[config.mk]
export PLATFORM = sky130hd
export DESIGN_NAME = hazard_ctrl
export DESIGN_NICKNAME = d
export VERILOG_FILES = /design/src/rtl/hazard_pkg.sv /design/src/rtl/md_busy_tracker.sv /design/src/rtl/hazard_ctrl.sv
export SDC_FILE = /design/constraint.sdc
export NUM_CORES = 1
export LEC_CHECK = 0
export ABC_AREA = 0
export CORE_AREA = 2 2 86 88
export CTS_CLUSTER_SIZE = 20
export DETAILED_ROUTE_END_ITERATION = 10
export DIE_AREA = 0 0 88 90
export SETUP_SLACK_MARGIN = 0.2
export SLEW_MARGIN = 20
export SYNTH_ARGS = -nofsm -noshare
export SYNTH_HDL_FRONTEND = slang
export SYNTH_SLANG_ARGS = --single-unit
[constraint.sdc]
create_clock -name clk -period 3.2 [get_ports clk]
set_input_delay 0.64 -clock clk [delete_from_list [all_inputs] [get_ports clk]]
set_output_delay 0.64 -clock clk [all_outputs]
set_load 0.02 [all_outputs]
[src/rtl/hazard_pkg.sv]
// Shared types and constants for the pipeline hazard controller.
// Holds the forwarding-select encodings, MD latencies and the stage-shadow record.
package hazard_pkg;

    localparam logic [1:0] TUSE_NONE = 2'd3;

    localparam logic [1:0] FWD_RF = 2'd0;
    localparam logic [1:0] FWD_E  = 2'd1;
    localparam logic [1:0] FWD_M  = 2'd2;
    localparam logic [1:0] FWD_W  = 2'd3;

    localparam int unsigned MULT_CYC_DEF = 5;
    localparam int unsigned DIV_CYC_DEF  = 10;

    typedef struct packed {
        logic [4:0] a_rs;
        logic [4:0] a_rt;
        logic [4:0] awrite;
        logic [1:0] tnew;
    } stage_t;

    // Tnew ages by one stage per move and never goes below zero.
    function automatic logic [1:0] tnew_dec(input logic [1:0] t);
        return (t == 2'd0) ? 2'd0 : t - 2'd1;
    endfunction

endpackage

[src/rtl/md_busy_tracker.sv]
// Multiply/divide occupancy counter: loaded on a start in E, counts down to idle.
// md_busy stays high while any busy cycles remain.
module md_busy_tracker
    import hazard_pkg::*;
#(
    parameter int unsigned MULT_CYC = MULT_CYC_DEF,
    parameter int unsigned DIV_CYC  = DIV_CYC_DEF
) (
    input  logic clk,
    input  logic reset,
    input  logic md_start,
    input  logic md_div,
    output logic md_busy
);

    localparam int unsigned MaxCyc = (MULT_CYC > DIV_CYC) ? MULT_CYC : DIV_CYC;
    localparam int unsigned CntW   = $clog2(MaxCyc + 1);

    logic [CntW-1:0] count_q;

    // A start while still busy simply reloads; the stall keeps that from happening.
    always_ff @(posedge clk) begin
        if (reset) begin
            count_q <= '0;
        end else if (md_start) begin
            count_q <= md_div ? CntW'(DIV_CYC) : CntW'(MULT_CYC);
        end else if (count_q != '0) begin
            count_q <= count_q - 1'b1;
        end
    end

    assign md_busy = (count_q != '0);

endmodule

[src/rtl/hazard_ctrl.sv]
// Hazard controller for the 5-stage core: shadows Tnew/addresses down E/M/W and
// derives stall, E bubble and the D/E/M forwarding selects from them.
module hazard_ctrl
    import hazard_pkg::*;
#(
    parameter int unsigned MULT_CYC = MULT_CYC_DEF,
    parameter int unsigned DIV_CYC  = DIV_CYC_DEF
) (
    input  logic       clk,
    input  logic       reset,
    input  logic [1:0] Tuse_rs,
    input  logic [1:0] Tuse_rt,
    input  logic [1:0] TnewD,
    input  logic [4:0] A_rsD,
    input  logic [4:0] A_rtD,
    input  logic [4:0] AwriteD,
    input  logic       md_useD,
    input  logic       md_startE,
    input  logic       md_divE,
    output logic       stall,
    output logic       flushE,
    output logic [1:0] fwd_rsD,
    output logic [1:0] fwd_rtD,
    output logic [1:0] fwd_rsE,
    output logic [1:0] fwd_rtE,
    output logic       fwd_rtM
);

    stage_t     e_q;
    logic [4:0] m_rt_q;
    logic [4:0] m_awrite_q;
    logic [1:0] m_tnew_q;
    logic [4:0] w_awrite_q;
    logic       md_busy;

    md_busy_tracker #(
        .MULT_CYC (MULT_CYC),
        .DIV_CYC  (DIV_CYC)
    ) u_md_busy (
        .clk      (clk),
        .reset    (reset),
        .md_start (md_startE),
        .md_div   (md_divE),
        .md_busy  (md_busy)
    );

    // A source stalls when its producer will not have the value by the time it is used.
    function automatic logic src_hazard(input logic [4:0] a, input logic [1:0] tuse,
                                        input logic [4:0] e_aw, input logic [1:0] e_tn,
                                        input logic [4:0] m_aw, input logic [1:0] m_tn);
        return (a != 5'd0) && (tuse != TUSE_NONE) &&
               (((a == e_aw) && (tuse < e_tn)) || ((a == m_aw) && (tuse < m_tn)));
    endfunction

    function automatic logic [1:0] fwd_sel_d(input logic [4:0] a,
                                             input logic [4:0] e_aw, input logic [1:0] e_tn,
                                             input logic [4:0] m_aw, input logic [1:0] m_tn,
                                             input logic [4:0] w_aw);
        if (a == 5'd0)                        return FWD_RF;
        else if ((a == e_aw) && (e_tn == 2'd0)) return FWD_E;
        else if ((a == m_aw) && (m_tn == 2'd0)) return FWD_M;
        else if (a == w_aw)                   return FWD_W;
        else                                  return FWD_RF;
    endfunction

    function automatic logic [1:0] fwd_sel_e(input logic [4:0] a,
                                             input logic [4:0] m_aw, input logic [1:0] m_tn,
                                             input logic [4:0] w_aw);
        if (a == 5'd0)                        return FWD_RF;
        else if ((a == m_aw) && (m_tn == 2'd0)) return FWD_M;
        else if (a == w_aw)                   return FWD_W;
        else                                  return FWD_RF;
    endfunction

    always_comb begin
        stall = src_hazard(A_rsD, Tuse_rs, e_q.awrite, e_q.tnew, m_awrite_q, m_tnew_q) |
                src_hazard(A_rtD, Tuse_rt, e_q.awrite, e_q.tnew, m_awrite_q, m_tnew_q) |
                (md_useD & (md_busy | md_startE));
        flushE  = stall;
        fwd_rsD = fwd_sel_d(A_rsD, e_q.awrite, e_q.tnew, m_awrite_q, m_tnew_q, w_awrite_q);
        fwd_rtD = fwd_sel_d(A_rtD, e_q.awrite, e_q.tnew, m_awrite_q, m_tnew_q, w_awrite_q);
        fwd_rsE = fwd_sel_e(e_q.a_rs, m_awrite_q, m_tnew_q, w_awrite_q);
        fwd_rtE = fwd_sel_e(e_q.a_rt, m_awrite_q, m_tnew_q, w_awrite_q);
        fwd_rtM = (m_rt_q != 5'd0) && (m_rt_q == w_awrite_q);
    end

    always_ff @(posedge clk) begin
        if (reset) begin
            e_q        <= '0;
            m_rt_q     <= '0;
            m_awrite_q <= '0;
            m_tnew_q   <= '0;
            w_awrite_q <= '0;
        end else begin
            m_rt_q     <= e_q.a_rt;
            m_awrite_q <= e_q.awrite;
            m_tnew_q   <= tnew_dec(e_q.tnew);
            w_awrite_q <= m_awrite_q;
            if (stall) begin
                e_q <= '0;
            end else begin
                e_q.a_rs   <= A_rsD;
                e_q.a_rt   <= A_rtD;
                e_q.awrite <= AwriteD;
                e_q.tnew   <= tnew_dec(TnewD);
            end
        end
    end

endmodule

After elaboration in Yosys (flattened, before gate mapping)
Cells that the tools add are included.

Reduce and logical (&&, ||, !) cells: 32. Bitwise logic cells: 4. Multiply operators: 0. Add/subtract/negate cells: 3. Shift operators: 0. Divide/modulo/power cells: 0. Equality and inequality tests: 13. Magnitude comparators: 4. Mux-type cells: 17.

Operators with widths (count): $eq 5x5->1 (11); $mux 2 (14); $logic_not 5->1 (4); $logic_and 1x1->1 (15); $reduce_bool 5->1 (3); $mux 4 (3); $lt 2x2->1 (4); $logic_not 2->1 (3); $ne 2x2->1 const B (2); $reduce_bool 4->1 (1); $reduce_or 2->1 (2); $sub 2x1->2 const B (2); $sub 4x1->4 const B (1); $or 1x1->1 (3); $reduce_or 3->1 (1); $logic_or 1x1->1 (2); $reduce_bool 2->1 (1); $and 1x1->1 (1).

Bits in latches: 0. RAM bits: 0. Bits in registers: 38. ROM bits: 0. Memories kept: 0. Output and inout port bits: 11.

Depth between registers and ports, before layout
Gate-level depths: netlist of the first run.

Depth after elaboration: 7. Mapped depth: 8.

Cells and area by module
A second synthesis of the first run with hierarchy kept.

Cell total of the unflattened synthesis: 259. Area, all modules: 2329.7 µm².

Modules (own cells, without submodules): hazard_ctrl (area each 2097.0 µm², times used 1, seq. area each 680.7 µm², cells each 233); md_busy_tracker (area each 232.7 µm², times used 1, seq. area each 80.1 µm², cells each 26).

Worst setup path before layout of the first run
OpenSTA, ideal clock, no wires.

Path type: input to output. From: input port A_rsD[3]. To: output port stall. Arrival time: 2.348 ns. Setup slack: 0.212 ns. Cell stages on the path: 7. Buffers on the path: 2. Path through: or4_1 -> nor2_2 -> a21oi_2 -> a32o_1 -> buf_6 -> or3_1 -> buf_4.

Word-level cells in the longest chain between the ends: 6. Elaborated cells between the ends (all ways): 10. Classes of those cells: eq/ne (2); bitwise (2); reduce/logical (6).

Ends and longest elaborated chain: from (decl) (line hazard_ctrl.sv:14) `input logic [4:0] A_rsD,`; $eq 5x5->1 (line hazard_ctrl.sv:52) `(((a == e_aw) && (tuse < e_tn)) || ((a == m_aw) && (tuse < m_tn)));`; $logic_and 1x1->1 (line hazard_ctrl.sv:52); $logic_or 1x1->1 (line hazard_ctrl.sv:52); $logic_and 1x1->1 * (line hazard_ctrl.sv:51) `return (a != 5'd0) && (tuse != TUSE_NONE) &&`; $or 1x1->1 * (line hazard_ctrl.sv:76) `stall = src_hazard(A_rsD, Tuse_rs, e_q.awrite, e_q.tnew, m_awrite_q, m_tnew_q) |`; $or 1x1->1 * (line hazard_ctrl.sv:77) `src_hazard(A_rtD, Tuse_rt, e_q.awrite, e_q.tnew, m_awrite_q, m_tnew_q) |`; to (decl) (line hazard_ctrl.sv:20) `output logic stall,`.

Every way passes the cells marked *; elsewhere a longest branch is shown, timed or not.

Worst setup path after layout of the first run
From: input port A_rsD[0]. To: output port stall.

Same word-level chain as after synthesis.

==> results of run 1 <==
-- registers in the layout, summed over array words and instances (netlist names) --
name and count:
m_awrite_q 5, u_md_busy.count_q 4, m_rt_q 5, w_awrite_q 5, e_q 17, m_tnew_q 2
-- routing by layer --
layer | vias to the layer above | global-route usage
met5 | - | 0
met3 | 7 | 0.0294
met2 | 38 | 0.263
li1 | 981 | -
met1 | 916 | 0.197
met4 | 0 | 0.0474
-- cell type report --
type	count	area (sq um)	share of cell area
sequential	38	761	0.250
clock inverter	3	45.0	0.0148
multi-input combinational	193	1480	0.486
clock buffer	5	68.8	0.0226
tap	99	124	0.0407
inverter	8	30.0	0.00988
timing repair buffer	62	534	0.176
-- power by group through the flow --
stage          logic (uW)  registers, uW  clock network [uW]
4_1_cts               332            535                 419
5_1_grt               362            540                 443
6_report              328            535                 409
3_5_place_dp          326            546                   0
2_1_floorplan         212            531                   0
3_3_place_gp          320            546                   0
-- worst max-delay path by stage --
| stage | startpoint | to | slack [ns] |
|---|---|---|---|
| 6_report | A_rsD[0] | stall | 0.26 |
| 5_1_grt | w_awrite_q[0] | fwd_rtE[0] | 0.20 |
| 4_1_cts | A_rsD[0] | stall | 0.22 |
| 3_5_place_dp | A_rsD[4] | stall | -0.44 |
| 3_3_place_gp | A_rsD[3] | stall | -0.43 |
| 2_1_floorplan | A_rsD[3] | stall | 0.21 |
-- worst max-delay path, delay by kind of cell --
| family | cells | cell delay, ns |
|---|---|---|
| buffers and inverters | 2 | 0.38 |
| and+or+nand+nor | 4 | 1.23 |
| AOI/OAI and AO/OA | 1 | 0.05 |
-- cells in the mapped netlist (2+ instances only) --
library cell	number
a21oi_1	7
a221oi_1	2
and3_1	2
buf_4	2
buf_6	3
clkbuf_1	13
dfxtp_1	38
ha_1	8
inv_1	8
nand2_1	4
nand2b_1	18
nand3_1	9
nor2_1	9
nor2b_1	17
nor3_1	13
nor3b_1	2
nor4_1	13
nor4_2	9
o21ai_0	4
o22a_1	2
or3_1	3
or4_1	4
xnor2_1	21
xor2_1	35
-- what timing repair did --
item,in CTS,in global routing
gates cloned,0,0
setup buffers,2,0
hold endpoints to repair,0,0
gates resized for setup,44,2
pin swaps,5,3
endpoints found under the setup margin,6,4
-- per-stage QoR --
step           instance area [sq um]  hold slack (ns)  utilization  power [uW]
6_report                        3040            0.421        0.433        1270
5_1_grt                         3040            0.450        0.433        1340
4_1_cts                         3050            0.423        0.435        1290
3_5_place_dp                    2900            0.412        0.413         872
3_3_place_gp                    2900            0.408        0.413         866
2_1_floorplan                   2350            0.397            -         743
-- cell families (layout without fill, tap and decap cells) --
logic type,count (synthesis),count (layout)
buffers and inverters,28,78
and+or+nand+nor,111,111
adders and majority gates,8,8
DFF,38,38
AOI/OAI and AO/OA,18,18
xor gates and xnor gates,56,56
-- layout by cell type (no fill, tap or decap), types with 2 or more instances in the layout --
cell type | netlist | final
xnor2_1 | 21 | 21
dfxtp_1 | 38 | 38
xor2_1 | 35 | 35
dlygate4sd2_1 | 0 | 8
a221oi_2 | 1 | 2
clkbuf_8 | 0 | 5
or4_1 | 4 | 3
o21ai_0 | 4 | 4
buf_6 | 3 | 2
nor4_2 | 9 | 10
clkdlybuf4s50_1 | 0 | 20
inv_1 | 8 | 8
nand2_1 | 4 | 4
or3_1 | 3 | 2
o22a_1 | 2 | 2
ha_1 | 8 | 8
clkdlybuf4s15_1 | 0 | 2
nor2_1 | 9 | 8
nor4_1 | 13 | 12
and3_1 | 2 | 2
nor3b_1 | 2 | 2
clkinvlp_4 | 0 | 2
clkbuf_2 | 0 | 2
nand3_1 | 9 | 9
nor3_1 | 13 | 12
nand2b_1 | 18 | 18
a21oi_1 | 7 | 7
buf_4 | 2 | 26
nor2b_1 | 17 | 17
==> impl_metrics.tcl, run 1 <==
set metrics [dict create \
    crit_path_end_kind "output pin" \
    yosysTopAreaCellShare 0.323 \
    cts.clk_slew.worst_paths_ns 0.08 \
    yosysWarnings 0 \
    power_switching_uw 367 \
    dr.pass1.iters 4 \
    setup_tns_ns 0 \
    relSlewSlack 0.722 \
    grt_first_pass_wirelength_mm 9.55 \
    slowest_stage "or4_4" \
    wl_met3_um 202 \
    synth_nets 293 \
    clockBufferDepth 2 \
    cts_sinks 38 \
    clock.fmax_ghz 0.340 \
    synth.avg_cell_area_sq_um 9.09 \
    leakagePower_uw 0.00124 \
    drt_iter0_drc 85 \
    rsz0062_at_grt "false" \
    regToRegSetupSlack_ns 1.28 \
    io_buffer_count 36 \
    synth_compound_area_frac 0.0526 \
    num-fill-cells 695 \
    die-area_sq_um 7920 \
    viasPerCell 4.76 \
    synthAdderAreaFrac 0.0425 \
    top_layer "met4" \
    dp_hpwl_mm 4.30 \
    yosys.area.top_type "dfxtp_1" \
    min_delay_path_depth 1 \
    synth-main-ff-cell "dfxtp_1" \
    syn_inst 259 \
    slowest_delay_ns 0.50 \
    grt_start_max_net_pins 31 \
    critPathArrivalTime_ns 2.30 \
    routed-via-count 1942 \
    clock_latency_ns 0.29 \
    min_period_ns 2.94 \
    p_int_uw 904 \
    fp.dieH_um 90 \
    core_region_area_sq_um 7020 \
    hold_class "register to register" \
    antenna_found_initial 0 \
    globalplace.congestion 0.825 \
    first_global_vias 1965 \
    reg2reg_depth 7 \
    fin_skew_ns 0.00689 \
    synthArstFlopShare 0 \
    cap_violations 0 \
    worstSetupPathType "primary input to output pin" \
    layout.nets 342 \
    placed_cells 398 \
    post_drt_wl_per_cell_um 13.9 \
    ir_drop_v 0.000184 \
    ios 37 \
    syn_area_sq_um 2350 \
    clkPwrFrac 0.322 \
    synth_top_family_by_area "simple AND/OR/NAND/NOR gates" \
    finalMaxSlewViolations 0 \
    status "finished, final reports clean" \
    fin_crit_sh 0.918 \
    min_to "m_tnew_q[0]" \
    wl_met1_mm 2.56 \
    swShare 0.289 \
    crit_required_ns 2.56 \
    hold_viol 0 \
    wl_met2_mm 2.83 \
    place_worst_setup_slack_ns -0.441 \
    hold_path.startpoint "e_q[0]" \
    r2r-start "m_awrite_q[0]" \
    path_cells "dlygate4sd2_1 -> or4_4 -> nor2_4 -> a21oi_2 -> and4b_1 -> or3_4 -> buf_6" \
    synth-simple-area-share 0.309 \
    worstSetupStartpointType "primary input" \
    worstPathMaxFanout 2 \
    setup_viol 0 \
    worst_pin_slew_ns 0.416 \
    ys_types 37 \
    htreeDepth 2 \
    grt_use_total 0.155 \
    fin_cells 408 \
    fp.dieW_um 88 \
    hold_buffers 0 \
    drt_wl_total_mm 5.68 \
    synth.area.top_cells "dfxtp_1, xor2_1, xnor2_1" \
    cts_root_buf "clkbuf_8" \
    power_density_nw_per_um2 418 \
    drtAntennaViolNets 0 \
    start_util 0.335 \
    setup_ws_ns 0.263 \
    post-route-drc-count 0 \
    antenna_cells 0 \
    synth-edff-count 0 \
    synthToLayoutAreaGrowth_pct 29.1 \
    rows 31 \
    pwr-share-seq 0.421 \
    p_comb_frac 0.258 \
    r2r_end "e_q[5]" \
    final_layout_size_suffix_gt1_frac 0.197 \
    synth-seq-cells 38 \
    synth_xor_area_frac 0.208 \
    tritoncts "built" \
    numCtsBuffers 5 \
    muxShareOfSynthArea 0 \
    synth_seq_area_share 0.323 \
    overflow 0 \
]
(Power assumes the default switching activity.)
==> inputs of run 2 (changes only) <==
--- a/config.mk
+++ b/config.mk
@@ -5,11 +5,11 @@
 export SDC_FILE = /design/constraint.sdc
 export NUM_CORES = 1
 export LEC_CHECK = 0
-export ABC_AREA = 0
 export CORE_AREA = 2 2 86 88
 export CTS_CLUSTER_SIZE = 20
 export DETAILED_ROUTE_END_ITERATION = 10
 export DIE_AREA = 0 0 88 90
+export PLACE_DENSITY_LB_ADDON = 0.1
 export SETUP_SLACK_MARGIN = 0.2
 export SLEW_MARGIN = 20
 export SYNTH_ARGS = -nofsm -noshare
==> run 2 against run 1 <==
Compared with the run above:
- hold slack lost 0.0033 ns
- maximum frequency grew 0.14%
- final area grew 3.1%
- sequential share of layout area shrank 0.67 points
- die area is the same
- largest cell class unchanged
- critical endpoint is now flushE
- combinational power grew 2%
- register-to-register slack gained 0.07 ns
- power grew 7.4%
- routed wire length grew 7.2%
- highest routed layer unchanged
- clock power grew 21%
==> impl_metrics.tcl, run 2 (synthesis gave the netlist of run 1 again) <==
set metrics [dict create \
    crit_required_ns 2.56 \
    path_cells "clkdlybuf4s15_1 -> or4_4 -> nor2_4 -> a21oi_2 -> a32o_1 -> or3_4 -> buf_6" \
    viasPerCell 4.70 \
    start_util 0.335 \
    clockBufferDepth 2 \
    worstPathMaxFanout 2 \
    drtAntennaViolNets 0 \
    clock_latency_ns 0.30 \
    routed-via-count 1941 \
    post_drt_wl_per_cell_um 14.7 \
    placed_cell_area_sq_um 2940 \
    worst_pin_slew_ns 0.533 \
    drt_iter0_drc 41 \
    layout.nets 347 \
    fin_crit_sh 0.917 \
    setup_viol 0 \
    ios 37 \
    setup_tns_ns 0 \
    antenna_found_initial 0 \
    fin_skew_ns 0.00777 \
    power_density_nw_per_um2 436 \
    slowest_stage "or4_4" \
    final_cell_mix "dfxtp_1, xor2_1, buf_4" \
    grt_start_max_net_pins 24 \
    dp_hpwl_mm 4.58 \
    final_core_util 0.446 \
    antenna_cells 0 \
    slowest_delay_ns 0.55 \
    hold_class "register to register" \
    crit_path_end_kind "output pin" \
    leakagePower_uw 0.00131 \
    relSlewSlack 0.643 \
    drt_wl_total_mm 6.08 \
    largest_reg_flops 17 \
    grt_use_total 0.162 \
    r2r-start "m_awrite_q[1]" \
    cts_root_buf "clkbuf_8" \
    critPathArrivalTime_ns 2.29 \
    hold_buffers 0 \
    status "finished, final reports clean" \
    cts.clk_slew.worst_paths_ns 0.07 \
    cp.depth 7 \
    globalplace.congestion 0.761 \
    final_cell_area_sq_um 3130 \
    finalMaxSlewViolations 0 \
    dr.pass1.iters 4 \
    final_layout_size_suffix_gt1_frac 0.223 \
    startpoint "A_rsD[1]" \
    rows 31 \
    tritoncts "built" \
    overflow 0 \
    io_buffer_count 36 \
    first_global_vias 1941 \
    grt_first_pass_wirelength_mm 9.91 \
    cts_sinks 38 \
    total_power_uw 1370 \
    crit_buf_inv 2 \
    fp.dieW_um 88 \
    synthToLayoutAreaGrowth_pct 33.1 \
    hold_path.startpoint "e_q[0]" \
    ir_drop_v 0.000144 \
    numCtsBuffers 5 \
    clock.fmax_ghz 0.341 \
    regMostFlops "e_q" \
    hold_ws_ns 0.418 \
    core_region_area_sq_um 7020 \
    min_period_ns 2.93 \
    r2r_end "e_q[8]" \
    cap_violations 0 \
    fp.dieH_um 90 \
    reg2reg_depth 6 \
    regToRegSetupSlack_ns 1.35 \
    worstSetupPathType "primary input to output pin" \
    die-area_sq_um 7920 \
    cp-endpoint "flushE" \
    rsz0062_at_grt "true" \
    htreeDepth 2 \
    path_delay_family "simple AND/OR/NAND/NOR gates" \
    post-route-drc-count 0 \
    layout_commonest_cell "dfxtp_1" \
    worstSetupStartpointType "primary input" \
    hold_viol 0 \
]
-- run 2: cell count changes in the layout (fill, tap and decap cells not counted), sizes merged --
cell           previous run  this run
clkdlybuf4s50            20        19
clkinv                    0         1
clkinvlp                  2         0
dlymetal6s2s              0         2
dlygate4sd2               8         6
bufinv                    1         2
buf                      29        35
-- run 2: area by class of cell --
class,count,area [sq um]
clock buffer,5,68.8
multi-input combinational,193,1500
sequential,38,763
inverter,8,30.0
tap,99,124
timing repair buffer,67,577
fill,715,3890
clock inverter,3,68.8
-- run 2: power breakdown --
part           internal (uW)  leakage, uW  switching, uW  total [uW]
clock network            312    0.0000683            183         495
logic                    173     0.000928            162         335
registers                502     0.000313           32.7         535
total                    988      0.00131            377        1370
-- run 2: stage by stage --
stage          cells  worst slack, ns
5_1_grt          413            0.182
4_1_cts          412            0.207
6_report         413            0.267
3_3_place_gp     403           -0.425
3_5_place_dp     403           -0.441
2_1_floorplan    259            0.212
-- run 2: worst min path at each step --
stage	slack, ns	endpoint	cells after the start
floorplan	0.40	m_tnew_q[0]	1
global placement	0.41	m_tnew_q[0]	1
detailed placement	0.41	m_tnew_q[0]	1
CTS	0.42	m_tnew_q[0]	1
global route	0.43	m_tnew_q[0]	1
finish	0.42	m_tnew_q[0]	1
-- run 2: timing repair --
item	4_1_cts	5_1_grt
endpoints found under the hold margin	0	0
setup buffers	1	1
gates resized for setup	45	10
setup endpoints to repair	6	6
pin swaps	5	4
-- run 2: routing by layer --
metal,part of all wire,GRT usage,routed length [um],vias to the layer above
met1,0.47,0.209,2830,906
met2,0.50,0.273,3010,35
li1,-,-,-,992
met3,0.026,0.0275,159,8
met5,0,0,0,-
met4,0.013,0.0487,81,0
==> inputs of run 3 (changes only) <==
--- a/config.mk
+++ b/config.mk
@@ -5,13 +5,14 @@
 export SDC_FILE = /design/constraint.sdc
 export NUM_CORES = 1
 export LEC_CHECK = 0
-export CORE_AREA = 2 2 86 88
+export CORE_AREA = 2 2 109 69
 export CTS_CLUSTER_SIZE = 20
 export DETAILED_ROUTE_END_ITERATION = 10
-export DIE_AREA = 0 0 88 90
+export DIE_AREA = 0 0 111 71
 export PLACE_DENSITY_LB_ADDON = 0.1
 export SETUP_SLACK_MARGIN = 0.2
 export SLEW_MARGIN = 20
 export SYNTH_ARGS = -nofsm -noshare
 export SYNTH_HDL_FRONTEND = slang
 export SYNTH_SLANG_ARGS = --single-unit
+export TNS_END_PERCENT = 20
==> run 3 against run 2 <==
Compared with the run above:
- sequential share of layout area decreased by 0.24 points
- hold slack gained 0.035 ns
- clock-buffer cell count rose by 1
- die area decreased by 0.49%
- routed wire length rose by 6.6%
- clock skew decreased by 0.0033 ns
- final area increased by 0.68%
==> impl_metrics.tcl, run 3 (synthesis gave the netlist of run 1 again) <==
set metrics [dict create \
    fp.dieW_um 111 \
    htreeDepth 2 \
    io_buffer_count 36 \
    overflow 0 \
    clock.fmax_ghz 0.323 \
    cts_sinks 38 \
    drt_wl_total_mm 6.49 \
    ios 37 \
    cts_root_buf "clkbuf_16" \
    total_power_uw 1450 \
    post_drt_wl_per_cell_um 16.0 \
    cts_setup_buffers 0 \
    tritoncts "built" \
    hold_ws_ns 0.453 \
    rows 24 \
    final_cell_mix "dfxtp_1, xor2_1, buf_4" \
    setup_viol 0 \
    hold_buffers 0 \
    layout.nets 349 \
    multi_input_area_sq_um 1480 \
    relSlewSlack 0.721 \
    layout_commonest_cell "dfxtp_1" \
    antenna_found_initial 0 \
    worstSetupStartpointType "primary input" \
    routed-via-count 1941 \
    synthToLayoutAreaGrowth_pct 34.0 \
    largest_reg_flops 17 \
    worstPathMaxFanout 4 \
    met2_usage 0.233 \
    viasPerCell 4.78 \
    die-area_sq_um 7880 \
    numCtsBuffers 5 \
    start_util 0.339 \
    seqCellArea_sq_um 761 \
    rsz0062_at_grt "true" \
    dr.pass1.iters 4 \
    setup_ws_ns 0.107 \
    crit_required_ns 2.56 \
    min_period_ns 3.09 \
    place_worst_setup_slack_ns -0.440 \
    power_density_nw_per_um2 458 \
    antenna_cells 0 \
    busiest_layer "met1" \
    crit_path_end_kind "output pin" \
    fp.dieH_um 71 \
    cap_violations 0 \
    hold_class "register to register" \
    first_global_vias 1927 \
    finalMaxSlewViolations 0 \
    cts.clk_slew.worst_paths_ns 0.06 \
    setup_tns_ns 0 \
    grt_start_max_net_pins 34 \
    core_region_area_sq_um 6940 \
    leakagePower_uw 0.00131 \
    final_layout_size_suffix_gt1_frac 0.206 \
    status "finished, final reports clean" \
    num-fill-cells 696 \
    worst_pin_slew_ns 0.418 \
    drtAntennaViolNets 0 \
    groute.layer.met3.usage 0.0574 \
    grt_use_total 0.174 \
    post-route-drc-count 0 \
    globalplace.congestion 0.898 \
    use_met1 0.266 \
    clock_latency_ns 0.28 \
    fin_crit_sh 0.967 \
    fin_skew_ns 0.00452 \
    critPathArrivalTime_ns 2.45 \
    regMostFlops "e_q" \
    dp_hpwl_mm 4.86 \
    clockBufferDepth 2 \
    drt_iter0_drc 77 \
    worstSetupPathType "primary input to output pin" \
    ir_drop_v 0.000217 \
    hold_viol 0 \
    grt_first_pass_wirelength_mm 10.4 \
]
==> run 3: report_power, final <==
part / switching [uW] / leakage [uW] / internal, uW
clock network: 182 / 0.0000829 / 384
logic: 166 / 0.000920 / 177
registers: 34.3 / 0.000312 / 503
total: 382 / 0.00131 / 1060
==> run 3: routing by layer <==
metal / up-vias / share of wire
li1: 997 / -
met1: 894 / 0.54
met2: 45 / 0.39
met3: 5 / 0.064
met4: 0 / 0.0060
met5: - / 0
==> run 3: final timing paths <==
kind	start	to	slack, ns	cells past startpoint
max	A_rtD[0]	flushE	0.11	7
min	e_q[0]	m_tnew_q[0]	0.45	1
max reg2reg	m_awrite_q[0]	e_q[8]	1.18	6
min reg2reg	e_q[0]	m_tnew_q[0]	0.45	1
==> run 3: cell type report <==
type                    instances  share of cell area
clock inverters                 1             0.00952
flip-flops and latches         38               0.241
repair buffers                 69               0.190
inverters                       8             0.00952
well taps                      91              0.0361
clock buffers                   6              0.0440
multi-input cells             193               0.470
==> run 3: through the flow <==
| step | area, sq um | utilization | std cells |
|---|---|---|---|
| finish | 3160 | 0.455 | 406 |
| global route | 3160 | 0.455 | 406 |
| CTS | 3140 | 0.453 | 406 |
| detailed placement | 2960 | 0.426 | 399 |
| global placement | 2960 | 0.426 | 399 |
| floorplan | 2350 | - | 259 |
==> run 3: critical path, stage by stage <==
cell and delay, ns:
clkdlybuf4s50_1 0.50, xor2_1 0.18, nor3_1 0.31, nand3_1 0.18, a221oi_4 0.33, or3_4 0.20, buf_6 0.11
==> run 3: timing repair <==
action                                  in CTS  in global routing
endpoints found under the hold margin        0                  0
endpoints found under the setup margin       6                  8
pin swaps                                    5                  1
gates resized for setup                     36                  4
==> edit 1 (config.mk and constraints of run 1) <==
Register the input `md_divE` before use, with the module's reset. The logic sees it one clock later. The other inputs are not delayed to match.
--- a/src/rtl/hazard_ctrl.sv
+++ b/src/rtl/hazard_ctrl.sv
@@ -26,6 +26,16 @@
     output logic       fwd_rtM
 );
 
+    logic md_divE_q;
+
+    always_ff @(posedge clk) begin
+        if (reset) begin
+            md_divE_q <= '0;
+        end else begin
+            md_divE_q <= md_divE;
+        end
+    end
+
     stage_t     e_q;
     logic [4:0] m_rt_q;
     logic [4:0] m_awrite_q;
@@ -40,7 +50,7 @@
         .clk      (clk),
         .reset    (reset),
         .md_start (md_startE),
-        .md_div   (md_divE),
+        .md_div   (md_divE_q),
         .md_busy  (md_busy)
     );
 
Function: changed (Yosys sat finds a counterexample within 10 cycles, from zero or initial values and one cycle with reset high).
==> edit 1 against run 1 <==
- maximum frequency grew 0.58%
- critical path depth is the same
- largest cell class unchanged
- power is 4.8% lower
- area after synthesis rose by 1.6%
- design area is 2.4% higher
- largest power group unchanged
- critical path type unchanged
- worst setup slack improved by 0.017 ns
- routed wire length rose by 3.5%
- synthesized cell count is 0.39% higher
- sequential cell count increased by 1
- clock power down 21%
==> edit 1: results (changes against run 1) <==
[power_and_ir_drop]
p_comb_uw = 338  ; was 328 µW
seq-power_uw = 548  ; was 535 µW
p_leak_nw = 1.31  ; was 1.24 nW
p_seq_share_pct = 45.3  ; was 42.1%
swShare_pct = 30.2  ; was 28.9%
peakVddDrop_uv = 129  ; was 184 µV

[clocking]
cts_setup_buffers = 2  ; unchanged
cts_root_buf = clkbuf_8  ; unchanged
cts-resized-gates = 53  ; was 44

[drt]
drt-pass1-iter-count = 4  ; unchanged
wl_met2_um = 2930  ; was 2830 µm
viasPerCell = 4.76  ; about the same
wl_met1_um = 2710  ; was 2560 µm
wl_per_cell_um = 14.2  ; was 13.9 µm
route.met3.wl_um = 152  ; was 202 µm
dr_total_vias = 1964  ; was 1942
drtIter0Drc = 63  ; was 85

[timing]
slew_headroom_pct = 72.2  ; about the same
finalClockSkew_ns = 0.0105  ; was 0.00689 ns

[logic_synthesis]
syn_nets = 294  ; was 293
synth-seq-cells = 39  ; was 38
synthAdderAreaFrac_pct = 4.18  ; was 4.25%
synth_area_leaders = dfxtp_1 (33%), xor2_1 (13%), xnor2_1 (7.7%)  ; was dfxtp_1 (32%), xor2_1 (13%), xnor2_1 (7.8%)
avgSynthCellArea_um2 = 9.21  ; was 9.09 µm²
synthMuxAreaShare_pct = 0  ; unchanged
synth_compound_area_share_pct = 5.75  ; was 5.26%
yosys-top-cells-count = dfxtp_1 (39), xor2_1 (35), xnor2_1 (21), nand2b_1 (18), nor2b_1 (18)  ; was dfxtp_1 (38), xor2_1 (35), xnor2_1 (21), nand2b_1 (18), nor2b_1 (17)
yosysSeqAreaShare_pct = 32.6  ; was 32.3%
yosys.area_share.xor_xnor_pct = 20.5  ; was 20.8%
ys_types = 38  ; was 37

[critical_path]
max_stage_delay_ns = 0.50  ; about the same
cp.arrival_ns = 2.28  ; was 2.30 ns

[place]
port_buffers = 36  ; unchanged
place_congestion = 0.837  ; was 0.825
hpwlAfterDp_um = 4450  ; was 4300 µm
dp.cells = 403  ; was 398
post-place-ws_ns = -0.500  ; was -0.441 ns
dpl_cell_area_um2 = 2970  ; was 2900 µm²

[final_layout]
buf_share_pct = 18.4  ; was 17.6%
ff_latch_area_um2 = 785  ; was 761 µm²
n_fill_cell = 710  ; was 695
signal_buffers = 66  ; was 62
stdcell_area_um2 = 3110  ; was 3040 µm²
nets = 347  ; was 342
multi_input_area_share_pct = 48.8  ; was 48.6%
largest_register_ffs = 17  ; unchanged
clk_share_pct = 2.61  ; was 3.74%
clkbuf_count = 7  ; was 5
drive_gt1_share_pct = 22.9  ; was 19.7%

[global_route]
track_usage_pct = 16.3  ; was 15.5%
grt_max_degree = 25  ; was 31
grt_pass1_vias = 2073  ; was 1965
grt_pass1_wl_um = 10100  ; was 9550 µm
antenna_found_initial = 0  ; unchanged

[status]
status = finished, final reports clean  ; unchanged

[worst_hold_path]
hold_class = flop to flop  ; unchanged

[edit 1: cell types whose count changed after synthesis, sizes merged]
| cell | before | now |
|---|---|---|
| dfxtp | 38 | 39 |
| nor3 | 13 | 12 |
| nor2 | 10 | 9 |
| nand3b | 1 | 2 |
| nand2 | 4 | 5 |
| a211oi | 0 | 1 |
| a21oi | 8 | 7 |
| nand3 | 9 | 7 |
| nor2b | 17 | 18 |
| nor4 | 23 | 24 |
[edit 1: worst paths after layout]
path                               startpoint          end  slack [ns]  cells after the start
worst max-delay path                 A_rsD[4]       flushE        0.28                      7
worst min-delay path                   e_q[0]  m_tnew_q[0]        0.43                      1
worst min register to register         e_q[0]  m_tnew_q[0]        0.43                      1
worst max register to register  m_awrite_q[1]       e_q[7]        1.27                      6
[edit 1: per-layer routing]
metal	up-vias	global-route usage (%)
met5	-	0
met4	0	4.62
met3	9	2.85
met2	34	27.1
met1	929	21.4
li1	992	-
==> edit 2 (config.mk and constraints of run 1) <==
Made on the original files. The package constant `DIV_CYC_DEF` goes from 10 to 5.
--- a/src/rtl/hazard_pkg.sv
+++ b/src/rtl/hazard_pkg.sv
@@ -10,7 +10,7 @@
     localparam logic [1:0] FWD_W  = 2'd3;
 
     localparam int unsigned MULT_CYC_DEF = 5;
-    localparam int unsigned DIV_CYC_DEF  = 10;
+    localparam int unsigned DIV_CYC_DEF  = 5;
 
     typedef struct packed {
         logic [4:0] a_rs;
Check against the original RTL: not equivalent (a bounded check fails within 10 cycles, from zero or initial values and one cycle with reset high).
==> edit 2 against run 1 <==
- worst setup slack improved by 0.030 ns
- power fell by 5.0%
- design area fell by 2.9%
- sequential cell count fell by 1
- via count fell by 2.4%
- routed wire length fell by 5.7%
- non-clock buffer count fell by 3
- area after synthesis fell by 4.3%
==> edit 2: results (changes against run 1) <==
[final_layout]
n_fill_cell = 706  ; was 695
drive_gt1_share_pct = 17.4  ; was 19.7%
instances_no_fill = 404  ; was 408
ff_latch_area_um2 = 744  ; was 761 µm²
nets = 339  ; was 342
largest_register_ffs = 17  ; unchanged

[logic_synthesis]
ys_types = 36  ; was 37
postSynthCellCount = 256  ; was 259
yosys-top-cells-count = dfxtp_1 (37), xor2_1 (36), nor3_1 (29), nor2_1 (18), xnor2_1 (17)  ; was dfxtp_1 (38), xor2_1 (35), xnor2_1 (21), nand2b_1 (18), nor2b_1 (17)
synth_area_leaders = dfxtp_1 (33%), xor2_1 (14%), xnor2_1 (6.6%)  ; was dfxtp_1 (32%), xor2_1 (13%), xnor2_1 (7.8%)
yosysSeqAreaShare_pct = 32.9  ; was 32.3%
syn_nets = 291  ; was 293

[critical_path]
critPathLaunch = A_rtD[0]  ; was A_rsD[0]
reg2reg_from = m_awrite_q[3]  ; was m_awrite_q[0]
critical_path.max_fanout = 3  ; was 2
r2r_slack_ns = 1.35  ; was 1.28 ns
r2r_end = e_q[15]  ; was e_q[5]
crit_path_end = flushE  ; was stall

[clocking]
cts_inserted_buffers = 5  ; unchanged
clkLatencyLatePin_ns = 0.29  ; about the same

[timing]
finalClockSkew_ns = 0.00451  ; was 0.00689 ns
slew_headroom_pct = 41.2  ; was 72.2%

[global_route]
track_usage_pct = 14.2  ; was 15.5%
grt_pass1_vias = 1859  ; was 1965
grt_max_degree = 29  ; was 31
grt_pass1_wl_um = 8760  ; was 9550 µm

[drt]
viasPerCell = 4.69  ; was 4.76
drtIter0Drc = 37  ; was 85
totalWireLength_um = 5360  ; was 5680 µm

[status]
status = finished, final reports clean  ; unchanged

[place]
place_congestion = 0.839  ; was 0.825
hpwlAfterDp_um = 4160  ; was 4300 µm
port_buffers = 35  ; was 36

[power_and_ir_drop]
p_leak_nw = 1.31  ; was 1.24 nW
swShare_pct = 28.4  ; was 28.9%
peakVddDrop_uv = 197  ; was 184 µV

edit 2: how the worst min path moves through the flow:
stage	slack, ns	end	cells after the start	start
6_report	0.43	m_tnew_q[0]	1	e_q[0]
5_1_grt	0.45	m_tnew_q[0]	1	e_q[0]
4_1_cts	0.43	m_tnew_q[0]	1	e_q[0]
3_5_place_dp	0.42	m_tnew_q[0]	1	e_q[0]
3_3_place_gp	0.41	m_tnew_q[0]	1	e_q[0]
2_1_floorplan	0.40	m_tnew_q[0]	1	e_q[0]
edit 2: timing repair:
item                                    in CTS  in global routing
endpoints found under the setup margin       6                  7
buffers inserted                             0                  1
gates resized for setup                     29                 15
pin swaps                                    3                  7
hold endpoints to repair                     0                  0
edit 2: per-layer routing:
layer	global-route usage (%)	vias to the layer above	part of all wire, %
li1	-	966	-
met1	17.2	881	45
met2	24.8	43	49
met3	3.03	6	4.9
met4	4.49	0	1.1
met5	0	-	0
edit 2: critical path, stage by stage:
cell and delay [ns]:
clkdlybuf4s50_1 0.49, xor2_1 0.17, nor2_1 0.14, nand4_1 0.16, a221oi_4 0.36, a211o_1 0.16, buf_4 0.14
edit 2: final cells by class:
class                           count  area share (%)
Sequential cell                    37            25.2
Multi-Input combinational cell    189            47.5
Tap cell                           99            4.19
Timing Repair Buffer               59            17.6
Clock buffer                        5            2.33
Clock inverter                      3            1.57
Inverter                           12            1.53
edit 2: cell families after synthesis:
| kind of cell | Yosys count | share of synthesized area, % |
|---|---|---|
| adders and majority gates | 9 | 5.00 |
| muxes | 1 | 0.444 |
| DFF | 37 | 32.9 |
| AOI/OAI and AO/OA | 17 | 6.94 |
| and+or+nand+nor | 109 | 27.8 |
| buffers and inverters | 30 | 6.33 |
| xor gates and xnor gates | 53 | 20.6 |
edit 2: metrics by stage:
stage | hold slack, ns | worst slack [ns]
2_1_floorplan | 0.401 | 0.490
3_3_place_gp | 0.412 | -0.290
3_5_place_dp | 0.418 | -0.306
4_1_cts | 0.429 | 0.182
5_1_grt | 0.448 | 0.205
6_report | 0.430 | 0.292
edit 2: power by group through the flow:
stage | sequential, mW | clock [mW] | combinational (mW)
detailed placement | 0.525 | 0 | 0.289
global route | 0.517 | 0.439 | 0.317
global placement | 0.523 | 0 | 0.283
floorplan | 0.510 | 0 | 0.181
CTS | 0.513 | 0.419 | 0.285
finish | 0.513 | 0.408 | 0.287
